## src/rtl/mem_req_pkg.sv

```systemverilog
// Shared types for the memory request front-end: default widths, FSM state
// encoding, the buffered request record and the parity helper.
package mem_req_pkg;

    localparam int DEF_ADDR_W = 16;
    localparam int DEF_DATA_W = 8;

    typedef enum logic [1:0] {
        IDLE,
        WR,
        RD_WAIT,
        RESP
    } mem_ctrl_state_e;

    // One queued request. Field widths follow the package defaults.
    typedef struct packed {
        logic                  wr;
        logic [DEF_ADDR_W-1:0] addr;
        logic [DEF_DATA_W-1:0] wdata;
    } mem_req_t;

    // Even parity: the MSB must equal the XOR of the data bits.
    function automatic logic parity_ok(input logic [DEF_DATA_W:0] word);
        return word[DEF_DATA_W] == ^word[DEF_DATA_W-1:0];
    endfunction

endpackage

```

## src/rtl/mem_req_fifo.sv

```systemverilog
// Synchronous request FIFO of mem_req_t records. The pointers carry one extra
// wrap bit, so full and empty come straight from registered state. The head
// entry is presented combinationally (show-ahead).
module mem_req_fifo
    import mem_req_pkg::*;
#(
    parameter int DEPTH = 4
) (
    input  logic     clk,
    input  logic     rst_n,
    input  logic     push,
    input  mem_req_t push_data,
    input  logic     pop,
    output mem_req_t head,
    output logic     full,
    output logic     empty
);

    localparam int PTR_W = $clog2(DEPTH);

    logic [PTR_W:0] wr_ptr;
    logic [PTR_W:0] rd_ptr;
    mem_req_t       entries [DEPTH];
    logic           do_push;
    logic           do_pop;

    assign empty = (wr_ptr == rd_ptr);
    assign full  = (wr_ptr[PTR_W] != rd_ptr[PTR_W]) &&
                   (wr_ptr[PTR_W-1:0] == rd_ptr[PTR_W-1:0]);

    // A push while full is legal when the head leaves in the same cycle.
    assign do_push = push && (!full || pop);
    assign do_pop  = pop && !empty;

    assign head = entries[rd_ptr[PTR_W-1:0]];

    // Pointer update; occupancy is implied by the pointer difference.
    always_ff @(posedge clk or negedge rst_n) begin
        if (!rst_n) begin
            wr_ptr <= '0;
            rd_ptr <= '0;
        end else begin
            // NOTE: non-blocking so every register samples pre-edge values.
            if (do_push) wr_ptr <= wr_ptr + (PTR_W+1)'(1);
            if (do_pop)  rd_ptr <= rd_ptr + (PTR_W+1)'(1);
        end
    end

    // Entry storage; contents are only visible once a pointer covers them.
    // NOTE: no reset on the storage array, it keeps it a plain RAM/regfile.
    always_ff @(posedge clk) begin
        if (do_push) entries[wr_ptr[PTR_W-1:0]] <= push_data;
    end

endmodule

```

## src/rtl/mem_req_ctrl.sv

```systemverilog
// Request front-end for the parity memory. Requests arrive on a valid/ready
// port, queue in mem_req_fifo and are replayed one at a time onto the memory
// write/read strobes. Read words are parity-checked on the way back.
// Build option: define MEM_REQ_CTRL_ERR_CNT_EN to implement the saturating
// parity-error counter; otherwise err_count is tied to zero.
module mem_req_ctrl
    import mem_req_pkg::*;
#(
    parameter int ADDR_W   = DEF_ADDR_W,
    parameter int DATA_W   = DEF_DATA_W,
    parameter int DEPTH    = 4,
    parameter int READ_LAT = 1
) (
    input  logic              clk,
    input  logic              rst_n,
    input  logic              req_valid,
    output logic              req_ready,
    input  logic              req_wr,
    input  logic [ADDR_W-1:0] req_addr,
    input  logic [DATA_W-1:0] req_wdata,
    output logic              mem_write,
    output logic              mem_read,
    output logic [ADDR_W-1:0] mem_address,
    output logic [DATA_W-1:0] mem_data_in,
    input  logic [DATA_W:0]   mem_data_out,
    output logic              rsp_valid,
    output logic [DATA_W-1:0] rsp_data,
    output logic              rsp_perr,
    output logic              busy,
    output logic [15:0]       err_count
);

    localparam int CNT_W = (READ_LAT > 1) ? $clog2(READ_LAT) : 1;

    mem_ctrl_state_e state;
    mem_req_t        fifo_in;
    mem_req_t        head;
    logic            fifo_full;
    logic            fifo_empty;
    logic            fifo_pop;
    logic [CNT_W-1:0] rd_cnt;
    logic [DATA_W:0]  rd_word;

    assign fifo_in   = '{wr: req_wr, addr: req_addr, wdata: req_wdata};
    assign req_ready = !fifo_full;
    assign fifo_pop  = (state == IDLE) && !fifo_empty;

    mem_req_fifo #(
        .DEPTH (DEPTH)
    ) u_fifo (
        .clk       (clk),
        .rst_n     (rst_n),
        .push      (req_valid && req_ready),
        .push_data (fifo_in),
        .pop       (fifo_pop),
        .head      (head),
        .full      (fifo_full),
        .empty     (fifo_empty)
    );

    // Sequencer: issue one memory operation per request with an IDLE gap.
    always_ff @(posedge clk or negedge rst_n) begin
        if (!rst_n) begin
            state       <= IDLE;
            mem_write   <= 1'b0;
            mem_read    <= 1'b0;
            mem_address <= '0;
            mem_data_in <= '0;
            rd_cnt      <= '0;
            rd_word     <= '0;
            rsp_valid   <= 1'b0;
        end else begin
            mem_write <= 1'b0;
            rsp_valid <= 1'b0;
            unique case (state)
                IDLE: begin
                    if (!fifo_empty) begin
                        mem_address <= head.addr;
                        mem_data_in <= head.wdata;
                        if (head.wr) begin
                            mem_write <= 1'b1;
                            state     <= WR;
                        end else begin
                            mem_read <= 1'b1;
                            rd_cnt   <= CNT_W'(READ_LAT - 1);
                            state    <= RD_WAIT;
                        end
                    end
                end
                WR: begin
                    state <= IDLE;
                end
                RD_WAIT: begin
                    if (rd_cnt == '0) begin
                        rd_word   <= mem_data_out;
                        mem_read  <= 1'b0;
                        rsp_valid <= 1'b1;
                        state     <= RESP;
                    end else begin
                        rd_cnt <= rd_cnt - CNT_W'(1);
                    end
                end
                RESP: begin
                    state <= IDLE;
                end
            endcase
        end
    end

    assign rsp_data = rd_word[DATA_W-1:0];
    assign rsp_perr = !parity_ok(rd_word);
    assign busy     = (state != IDLE) || !fifo_empty;

`ifdef MEM_REQ_CTRL_ERR_CNT_EN
    logic [15:0] err_cnt_q;

    // Saturating count of responses that failed the parity check.
    always_ff @(posedge clk or negedge rst_n) begin
        if (!rst_n) begin
            err_cnt_q <= '0;
        end else if (rsp_valid && rsp_perr && (err_cnt_q != 16'hFFFF)) begin
            err_cnt_q <= err_cnt_q + 16'd1;
        end
    end

    assign err_count = err_cnt_q;
`else
    assign err_count = '0;
`endif

    a_strobe_mutex: assert property (@(posedge clk) disable iff (!rst_n)
        !(mem_write && mem_read));

endmodule
```

## config.mk

```make
export PLATFORM = sky130hd
export DESIGN_NAME = mem_req_ctrl
export DESIGN_NICKNAME = d
export VERILOG_FILES = /design/src/rtl/mem_req_pkg.sv /design/src/rtl/mem_req_fifo.sv /design/src/rtl/mem_req_ctrl.sv
export SDC_FILE = /design/constraint.sdc
export NUM_CORES = 1
export LEC_CHECK = 0
export CAP_MARGIN = 10
export CORE_MARGIN = 2
export CORE_UTILIZATION = 57
export CTS_CLUSTER_DIAMETER = 150
export DETAILED_ROUTE_END_ITERATION = 8
export PLACE_DENSITY = 0.83
export SYNTH_ARGS = -nofsm -noshare
export SYNTH_HDL_FRONTEND = slang
export SYNTH_HIERARCHICAL = 1
export SYNTH_SLANG_ARGS = --single-unit
```

## constraint.sdc

```tcl
create_clock -name clk -period 4.6 [get_ports clk]
set_input_delay 0.92 -clock clk [delete_from_list [all_inputs] [get_ports clk]]
set_output_delay 0.92 -clock clk [all_outputs]
set_load 0.01 [all_outputs]
```

==> results.py, run 1 <==
metrics = {
    "final_layout": {
        "drive_gt1_frac": 0.263,
        "diodes": 0,
        "nNetsFinal": 413,
        "multi_input_area_um2": 1450,
        "regArea_um2": 4110,
        "fill_cells": 585,
        "fin_cells": 517,
        "area_delta_synth_final_pct": 24.1,
    },
    "clock_tree": {
        "clock-root-buffer": "clkbuf_8",
        "ctsHoldBuffers": 0,
        "numCtsBuffers": 17,
        "cts_resized": 0,
        "htree_num_levels": 4,
        "clock_path_buffers": 2,
        "clkLatencyLatePin_ps": 510,
        "cts_tree": "built",
        "cts.sinks": 144,
        "cts.clk_slew.worst_paths_ps": 60,
        "postCtsSetupBuffers": 0,
    },
    "pwr": {
        "p_per_area_nw_per_um2": 778,
        "ir_drop_mv": 0.488,
        "leakage_uw": 0.00259,
    },
    "global_route": {
        "grt_usage": 0.208,
        "grt-ovfl-total": 0,
        "antenna_found_initial": 0,
        "grt_first_pass_wirelength_um": 16800,
        "grt_pass1_vias": 3004,
        "grt_max_degree": 45,
    },
    "floorplan": {
        "num_rows": 36,
        "dieArea_um2": 10900,
        "core_um2": 9820,
        "ios": 91,
        "die_y_um": 105,
        "initial_core_util": 0.587,
        "die_w_um": 105,
    },
    "synth": {
        "synthXorXnorAreaFrac": 0.0302,
        "synth_top_family_by_area": "multiplexers",
        "synth-adder-area-share": 0.0108,
        "yosys.area_share.simple": 0.0221,
        "synth_cells": 290,
        "yosys_register_bits": 144,
        "yosys_warnings": 6,
        "synthMuxAreaShare": 0.166,
        "syn-cell-area_um2": 5770,
        "syn_area_per_cell_um2": 19.9,
        "post_synth_num_cell_types": 29,
        "synth-compound-area-share": 0.0115,
        "ys_seq_area_frac": 0.712,
    },
    "worst_setup_path": {
        "reg2reg_from": "u_fifo/wr_ptr[1]",
        "critPathTopFamily": "simple AND/OR/NAND/NOR gates",
        "timing.reg2reg.setup_slack_ps": 1670,
        "reg2reg_depth": 5,
        "critical_path_class": "reg2out",
        "critPathMaxFanout": 8,
        "r2r-end": "u_fifo/entries[3][24]",
        "crit_chain": "xor2_4 -> nor3_1 -> inv_1 -> or3_1 -> clkdlybuf4s50_1",
        "slowest_delay_ps": 540,
        "start_kind": "flop",
        "worstPathBufferInverterCount": 2,
        "worst_ep_arrival_time_ps": 2690,
        "crit_path_end_kind": "output port",
        "required_ps": 3680,
        "crit_slowest_cell": "nor3_1",
    },
    "placement": {
        "dp.cells": 485,
        "gp_congestion": 0.767,
        "port_buffers": 74,
        "post-dp-hpwl_um": 6230,
    },
    "flow_run": {
        "max_cap_violations": 0,
    },
    "routing": {
        "drtIter0Drc": 217,
        "dr.pass1.iters": 6,
        "via_count": 2791,
        "totalWireLength_um": 10300,
        "drc": 0,
        "wl_per_cell_um": 19.9,
        "via_per_inst": 5.40,
        "drtAntennaViolNets": 0,
    },
    "timing": {
        "fin_skew_ps": 7.56,
        "finalCritPeriodShare": 0.785,
        "tightest_slew_ps": 1150,
        "slew_headroom": 0.231,
        "tns_ps": 0,
        "whs_ps": 506,
        "hold_viol": 0,
        "post-route-min-period_ps": 3610,
        "rsz0062_at_grt": "no",
        "timing.fmax_mhz": 277,
        "setup_violations": 0,
        "slew_viol_final": 0,
    },
    "worst_hold_path": {
        "holdCritPathClass": "reg2reg",
        "whs_path_depth": 1,
        "hold_end": "mem_address[12]",
        "worstHoldStart": "mem_address[12]",
    },
    "status": {
        "outcome": "completed",
    },
}
-- stage by stage --
stage                     power [uW]  cell area, um2   util  setup WS, ps
after floorplan                 3450            5820      -          1760
after CTS                       5630            7150  0.729           960
after global placement          4050            6520  0.664          1450
after detailed placement        4150            6520  0.664          1390
final                           5560            7150  0.729           991
after global routing            5860            7150  0.729           870
-- cells in the mapped netlist (all sizes together) --
| master | instances | share of area |
|---|---|---|
| or3 | 1 | 0.0011 |
| mux4 | 25 | 0.098 |
| nand2 | 2 | 0.0013 |
| dfrtp | 44 | 0.19 |
| xor2 | 4 | 0.013 |
| and3 | 3 | 0.0033 |
| o21a | 1 | 0.0015 |
| or4 | 1 | 0.0020 |
| nor3 | 5 | 0.0063 |
| o41ai | 2 | 0.0056 |
| edfxtp | 100 | 0.52 |
| xnor2 | 9 | 0.014 |
| buf | 33 | 0.044 |
| mux2 | 35 | 0.068 |
| o31ai | 2 | 0.0035 |
| conb | 1 | 0.00065 |
| nor2b | 2 | 0.0022 |
| ha | 5 | 0.011 |
| a21oi | 1 | 0.00087 |
| and2 | 2 | 0.0022 |
| inv | 5 | 0.0033 |
| nor2 | 6 | 0.0039 |
| xnor3 | 1 | 0.0039 |
-- layer usage --
metal / wire length, um / GRT usage / vias up
met5: 0 / 0 / -
met4: 82 / 0.0619 / 0
met3: 585 / 0.0618 / 7
met2: 5350 / 0.340 / 96
met1: 4290 / 0.274 / 1446
li1: - / - / 1242
-- worst reg2reg max path: cells and delay by family (launching register included) --
kind | cells | cell delay [ps]
simple gates | 2 | 700
xor+xnor | 1 | 240
flops | 1 | 490
buf+inv | 1 | 590
compound gates | 1 | 460
-- logic make-up after synthesis --
kind of cell	Yosys count
compound gates	6
xor+xnor	14
fa+ha+maj	5
buf+inv	38
flops	144
mux	60
other cells	1
simple gates	22
-- sequential cells by signal, summed over array words and instances, names as in the netlist --
| name | count |
|---|---|
| u_fifo/entries | 100 |
| mem_address | 16 |
| rd_word | 9 |
| mem_data_in | 8 |
| u_fifo/rd_ptr | 3 |
| u_fifo/wr_ptr | 3 |
| state | 2 |
| mem_read | 1 |
| mem_write | 1 |
| rsp_valid | 1 |
-- power breakdown --
part,switching [uW],total [uW],internal (uW)
registers,213,2070,1850
logic,932,2050,1110
clock network,488,1450,962
total,1630,5560,3930
-- worst max-delay path by stage --
stage | slack, ps | startpoint | cells past startpoint | to
6_report | 990 | u_fifo/wr_ptr[1] | 5 | busy
5_1_grt | 870 | u_fifo/wr_ptr[0] | 5 | busy
4_1_cts | 960 | u_fifo/wr_ptr[0] | 5 | busy
3_5_place_dp | 1390 | req_valid | 5 | u_fifo/entries[3][21]
3_3_place_gp | 1450 | req_valid | 5 | u_fifo/entries[3][0]
2_1_floorplan | 1760 | u_fifo/rd_ptr[0] | 7 | u_fifo/entries[0][0]
-- area by class of cell --
| cell class | instances | area share |
|---|---|---|
| Sequential cell | 144 | 0.574 |
| Multi-Input combinational cell | 123 | 0.202 |
| Timing Repair Buffer | 80 | 0.109 |
| Clock buffer | 22 | 0.0633 |
| Clock inverter | 10 | 0.0255 |
| Tap cell | 133 | 0.0233 |
| Inverter | 5 | 0.00262 |
-- layout by cell type (no fill, tap or decap), types with 2 or more instances in the layout --
cell,n
ha_1,5
conb_1,16
xnor2_1,9
edfxtp_1,100
dfrtp_1,43
buf_4,6
clkdlybuf4s50_1,73
clkbuf_1,3
xor2_4,2
inv_1,5
nor3_1,4
nand2_1,2
clkbuf_8,3
clkbuf_16,16
xor2_1,2
mux2_1,3
o41ai_2,2
mux4_2,25
nor2b_1,2
and2_1,2
and3_1,3
bufinv_16,5
mux2_2,32
clkinvlp_4,2
nor2_1,6
(Power assumes the default switching activity.)
==> run 2, diff against run 1 <==
--- a/config.mk
+++ b/config.mk
@@ -7,10 +7,10 @@
 export LEC_CHECK = 0
 export CAP_MARGIN = 10
 export CORE_MARGIN = 2
-export CORE_UTILIZATION = 57
+export CORE_UTILIZATION = 53
 export CTS_CLUSTER_DIAMETER = 150
 export DETAILED_ROUTE_END_ITERATION = 8
-export PLACE_DENSITY = 0.83
+export PLACE_DENSITY = 0.78
 export SYNTH_ARGS = -nofsm -noshare
 export SYNTH_HDL_FRONTEND = slang
 export SYNTH_HIERARCHICAL = 1
==> constraint.sdc (replaced) <==
create_clock -name clk -period 3.5 [get_ports clk]
set_input_delay 0.7 -clock clk [delete_from_list [all_inputs] [get_ports clk]]
set_output_delay 0.7 -clock clk [all_outputs]
set_load 0.01 [all_outputs]
==> run 2 against run 1 <==
Count of clock-buffer cells in the layout is 3 lower; die area increased by 7.3%; wire length down 0.32%; sequential share of layout area down 0.10 points; critical path depth is the same; largest power group is now combinational logic; critical endpoint unchanged; non-clock buffer count increased by 2.
==> results.py, run 2 (synthesized netlist as in run 1, its figures left out) <==
metrics = {
    "worst_hold_path": {
        "holdCritPathClass": "in2async",
    },
    "final_layout": {
        "final_common_cell": "edfxtp_1",
        "drive_gt1_frac": 0.275,
        "fill_cells": 715,
        "diodes": 0,
        "area_delta_synth_final_pct": 24.3,
        "largest_reg_flops": 100,
        "nNetsFinal": 415,
        "final_cell_mix": "edfxtp_1, clkdlybuf4s50_1, dfrtp_1",
    },
    "routing": {
        "drtIter0Drc": 179,
        "via_count": 2767,
        "wl_per_cell_um": 19.5,
        "via_per_inst": 5.26,
        "drc": 0,
        "dr.pass1.iters": 4,
        "totalWireLength_um": 10300,
        "drtAntennaViolNets": 0,
    },
    "status": {
        "outcome": "completed",
    },
    "worst_setup_path": {
        "critPathMaxFanout": 8,
        "required_ps": 2800,
        "worst_ep_arrival_time_ps": 2520,
        "start_kind": "flop",
        "reg2reg_depth": 7,
        "crit_path_end_kind": "output port",
        "critical_path_class": "reg2out",
    },
    "floorplan": {
        "die_y_um": 108,
        "die_w_um": 108,
        "initial_core_util": 0.537,
        "core_um2": 10700,
        "dieArea_um2": 11700,
        "ios": 91,
        "num_rows": 38,
    },
    "clock_tree": {
        "clock-root-buffer": "clkbuf_8",
        "cts.clk_slew.worst_paths_ps": 60,
        "ctsHoldBuffers": 0,
        "numCtsBuffers": 17,
        "clkLatencyLatePin_ps": 520,
        "cts_tree": "built",
        "cts.sinks": 144,
        "htree_num_levels": 4,
        "clock_path_buffers": 2,
    },
    "timing": {
        "fin_skew_ps": 9.46,
        "tightest_slew_ps": 1040,
        "whs_ps": 350,
        "post-route-min-period_ps": 3220,
        "slew_headroom": 0.304,
        "rsz0062_at_grt": "no",
        "finalCritPeriodShare": 0.920,
        "hold_viol": 0,
        "slew_viol_final": 0,
        "timing.fmax_mhz": 311,
        "tns_ps": 0,
        "setup_violations": 0,
    },
    "global_route": {
        "grt_max_degree": 45,
        "antenna_found_initial": 0,
        "grt_first_pass_wirelength_um": 15900,
        "grt_usage": 0.190,
        "grt-ovfl-total": 0,
        "grt_pass1_vias": 3039,
    },
    "placement": {
        "post-dp-hpwl_um": 6180,
        "port_buffers": 74,
        "gp_congestion": 0.707,
    },
    "pwr": {
        "p_per_area_nw_per_um2": 1010,
        "leakage_uw": 0.00260,
        "ir_drop_mv": 0.893,
    },
    "flow_run": {
        "max_cap_violations": 0,
    },
}
-- run 2: path summary, 6_finish.rpt --
kind                                   from               endpoint  slack [ps]
setup / recovery           u_fifo/wr_ptr[1]                   busy         280
hold / removal                        rst_n             rd_word[2]         350
setup reg to reg           u_fifo/wr_ptr[1]  u_fifo/entries[3][17]         800
hold reg to reg              mem_data_in[3]         mem_data_in[3]         500
max in group asynchronous             rst_n       u_fifo/rd_ptr[0]        2420
min in group clk             mem_data_in[3]         mem_data_in[3]         500
-- run 2: critical path, cell delays in order (launching register included) --
cell             delay [ps]
dfrtp_1                 480
xor2_4                  230
nor3_2                  390
inv_1                   100
or3_1                   310
clkdlybuf4s50_1         490
-- run 2: report_power, final --
part | total [uW] | internal (uW) | leakage (uW) | switching [uW]
logic | 2720 | 1490 | 0.000869 | 1230
registers | 2710 | 2430 | 0.00143 | 278
clock network | 1830 | 1160 | 0.000293 | 673
-- run 2: per-layer routing --
layer	vias up	GRT usage	part of all wire
met5	-	0	0
met4	0	0.0806	0.018
met2	105	0.320	0.51
met3	18	0.0633	0.067
li1	1242	-	-
met1	1402	0.226	0.41
-- run 2: cell type report --
class / instances / area [um2] / area share
clock buffers: 19 / 422 / 0.0588
well taps: 140 / 175 / 0.0244
multi-input cells: 123 / 1450 / 0.203
inverters: 5 / 18.8 / 0.00262
clock inverters: 13 / 185 / 0.0258
repair buffers: 82 / 808 / 0.113
flip-flops and latches: 144 / 4110 / 0.573
-- run 2: timing repair --
item                                    CTS  global route
gates resized for setup                   0             1
buffers inserted                          0             0
endpoints found under the setup margin    0             1
-- run 2: stage by stage --
step                      area [um2]  setup slack (ps)  utilization  instances  power (uW)
after global placement          6560               687        0.610        494        5370
after global routing            7170              74.2        0.667        526        7650
after floorplan                 5820               656            -        305        4530
after detailed placement        6560               608        0.610        494        5460
final                           7170               280        0.667        526        7270
after CTS                       7160              54.7        0.667        526        7340
==> run 3, diff against run 2 <==
--- a/config.mk
+++ b/config.mk
@@ -10,7 +10,9 @@
 export CORE_UTILIZATION = 53
 export CTS_CLUSTER_DIAMETER = 150
 export DETAILED_ROUTE_END_ITERATION = 8
+export GPL_TIMING_DRIVEN = 0
 export PLACE_DENSITY = 0.78
+export SLEW_MARGIN = 20
 export SYNTH_ARGS = -nofsm -noshare
 export SYNTH_HDL_FRONTEND = slang
 export SYNTH_HIERARCHICAL = 1
==> run 3 against run 2 <==
Register-to-register slack worse by 270 ps; first-iteration DRC count grew 25%; critical path depth up 1; core utilization is 1.4 points higher; critical endpoint unchanged; largest power group unchanged.
==> results.py, run 3 (synthesized netlist as in run 1, its figures left out) <==
metrics = {
    "clock_tree": {
        "cts.sinks": 144,
        "htree_num_levels": 4,
        "clock_path_buffers": 2,
        "clock-root-buffer": "clkbuf_8",
        "clkLatencyLatePin_ps": 520,
        "cts.clk_slew.worst_paths_ps": 60,
        "ctsHoldBuffers": 0,
        "cts_tree": "built",
        "numCtsBuffers": 17,
    },
    "final_layout": {
        "drive_gt1_frac": 0.316,
        "final_cell_area_um2": 7320,
        "final_common_cell": "edfxtp_1",
        "largest_reg_flops": 100,
        "final_cell_mix": "edfxtp_1, clkdlybuf4s50_1, dfrtp_1",
        "nNetsFinal": 441,
        "diodes": 0,
        "area_delta_synth_final_pct": 26.9,
    },
    "global_route": {
        "grt_pass1_vias": 2924,
        "grt-ovfl-total": 0,
        "grt_max_degree": 26,
        "antenna_found_initial": 0,
        "grt_usage": 0.187,
        "grt_first_pass_wirelength_um": 15400,
    },
    "placement": {
        "post-dp-hpwl_um": 6080,
        "placed_cell_area_um2": 6770,
        "gp_congestion": 0.670,
        "port_buffers": 74,
    },
    "floorplan": {
        "dieArea_um2": 11700,
        "num_rows": 38,
        "initial_core_util": 0.537,
        "die_y_um": 108,
        "core_um2": 10700,
        "die_w_um": 108,
        "ios": 91,
    },
    "timing": {
        "hold_viol": 0,
        "rsz0062_at_grt": "no",
        "slew_viol_final": 0,
        "tightest_slew_ps": 700,
        "post-route-min-period_ps": 3290,
        "setup_violations": 0,
        "finalCritPeriodShare": 0.939,
        "fin_skew_ps": 9.30,
        "slew_headroom": 0.533,
        "timing.fmax_mhz": 304,
        "tns_ps": 0,
    },
    "worst_setup_path": {
        "critPathMaxFanout": 9,
        "start_kind": "flop",
        "required_ps": 2800,
        "worst_ep_arrival_time_ps": 2590,
        "critical_path_class": "reg2out",
        "crit_path_end_kind": "output port",
    },
    "routing": {
        "via_per_inst": 5.14,
        "drtIter0Drc": 224,
        "drc": 0,
        "wl_per_cell_um": 17.9,
        "totalWireLength_um": 9870,
        "dr.pass1.iters": 4,
        "via_count": 2838,
        "drtAntennaViolNets": 0,
    },
    "pwr": {
        "ir_drop_mv": 0.873,
        "finalPower_uw": 7150,
        "leakage_uw": 0.00271,
        "p_per_area_nw_per_um2": 977,
    },
    "flow_run": {
        "max_cap_violations": 0,
    },
    "worst_hold_path": {
        "holdCritPathClass": "in2async",
    },
    "status": {
        "outcome": "completed",
    },
}
run 3: changes by cell type in the layout (fill, tap and decap cells not counted), moves of 3 or more:
cell	change
and3_1	-3
clkbuf_8	+3
and3_2	+3
buf_2	+4
clkbuf_1	+5
buf_6	+4
bufinv_16	-4
buf_4	+18
run 3: through the flow:
step	utilization	hold WS (ps)	setup WS, ps	instances
floorplan	-	404	656	305
global placement	0.627	489	28.2	519
detailed placement	0.630	497	317	520
CTS	0.681	220	179	552
global route	0.681	238	111	552
finish	0.681	221	212	552
run 3: worst paths after layout:
check,from,to,slack [ps],cells after the start
worst max-delay path,u_fifo/rd_ptr[1],busy,210,6
worst min-delay path,rst_n,rd_word[5],220,1
worst max register to register,u_fifo/rd_ptr[0],u_fifo/entries[2][19],530,7
worst min register to register,mem_data_in[7],mem_data_in[7],500,1
max in group asynchronous,rst_n,mem_address[11],2730,2
min in group clk,mem_data_in[7],mem_data_in[7],500,1
run 3: repair_timing:
action | CTS | global route
buffers inserted | 0 | 0
setup endpoints to repair | 1 | 0
gates resized for setup | 1 | 0
hold endpoints to repair | 0 | 0
run 3: report_power, final:
part	switching [uW]	leakage (uW)	internal (uW)
clock	619	0.000271	1010
sequential	274	0.00144	2440
combinational	1230	0.00100	1570
run 3: layer usage:
layer	track usage	share of wire	vias to the layer above	wire length, um
met3	0.0645	0.058	13	577
met5	0	0	-	0
met4	0.0742	0.014	0	137
met1	0.233	0.43	1427	4210
met2	0.302	0.50	100	4940
li1	-	-	1298	-
run 3: final cells by class:
class / count / area (um2)
Buffer: 33 / 253
Clock buffer: 29 / 532
Clock inverter: 3 / 18.8
Fill cell: 700 / 3420
Inverter: 5 / 18.8
Multi-Input combinational cell: 123 / 1460
Sequential cell: 144 / 4100
Tap cell: 140 / 175
Timing Repair Buffer: 75 / 763
run 3: worst max-delay path, cell delays in order, from the launching register on:
cell,delay (ps)
dfrtp_1,400
buf_6,170
xor2_4,220
nor3_2,380
inv_1,100
or3_1,310
clkdlybuf4s50_1,490
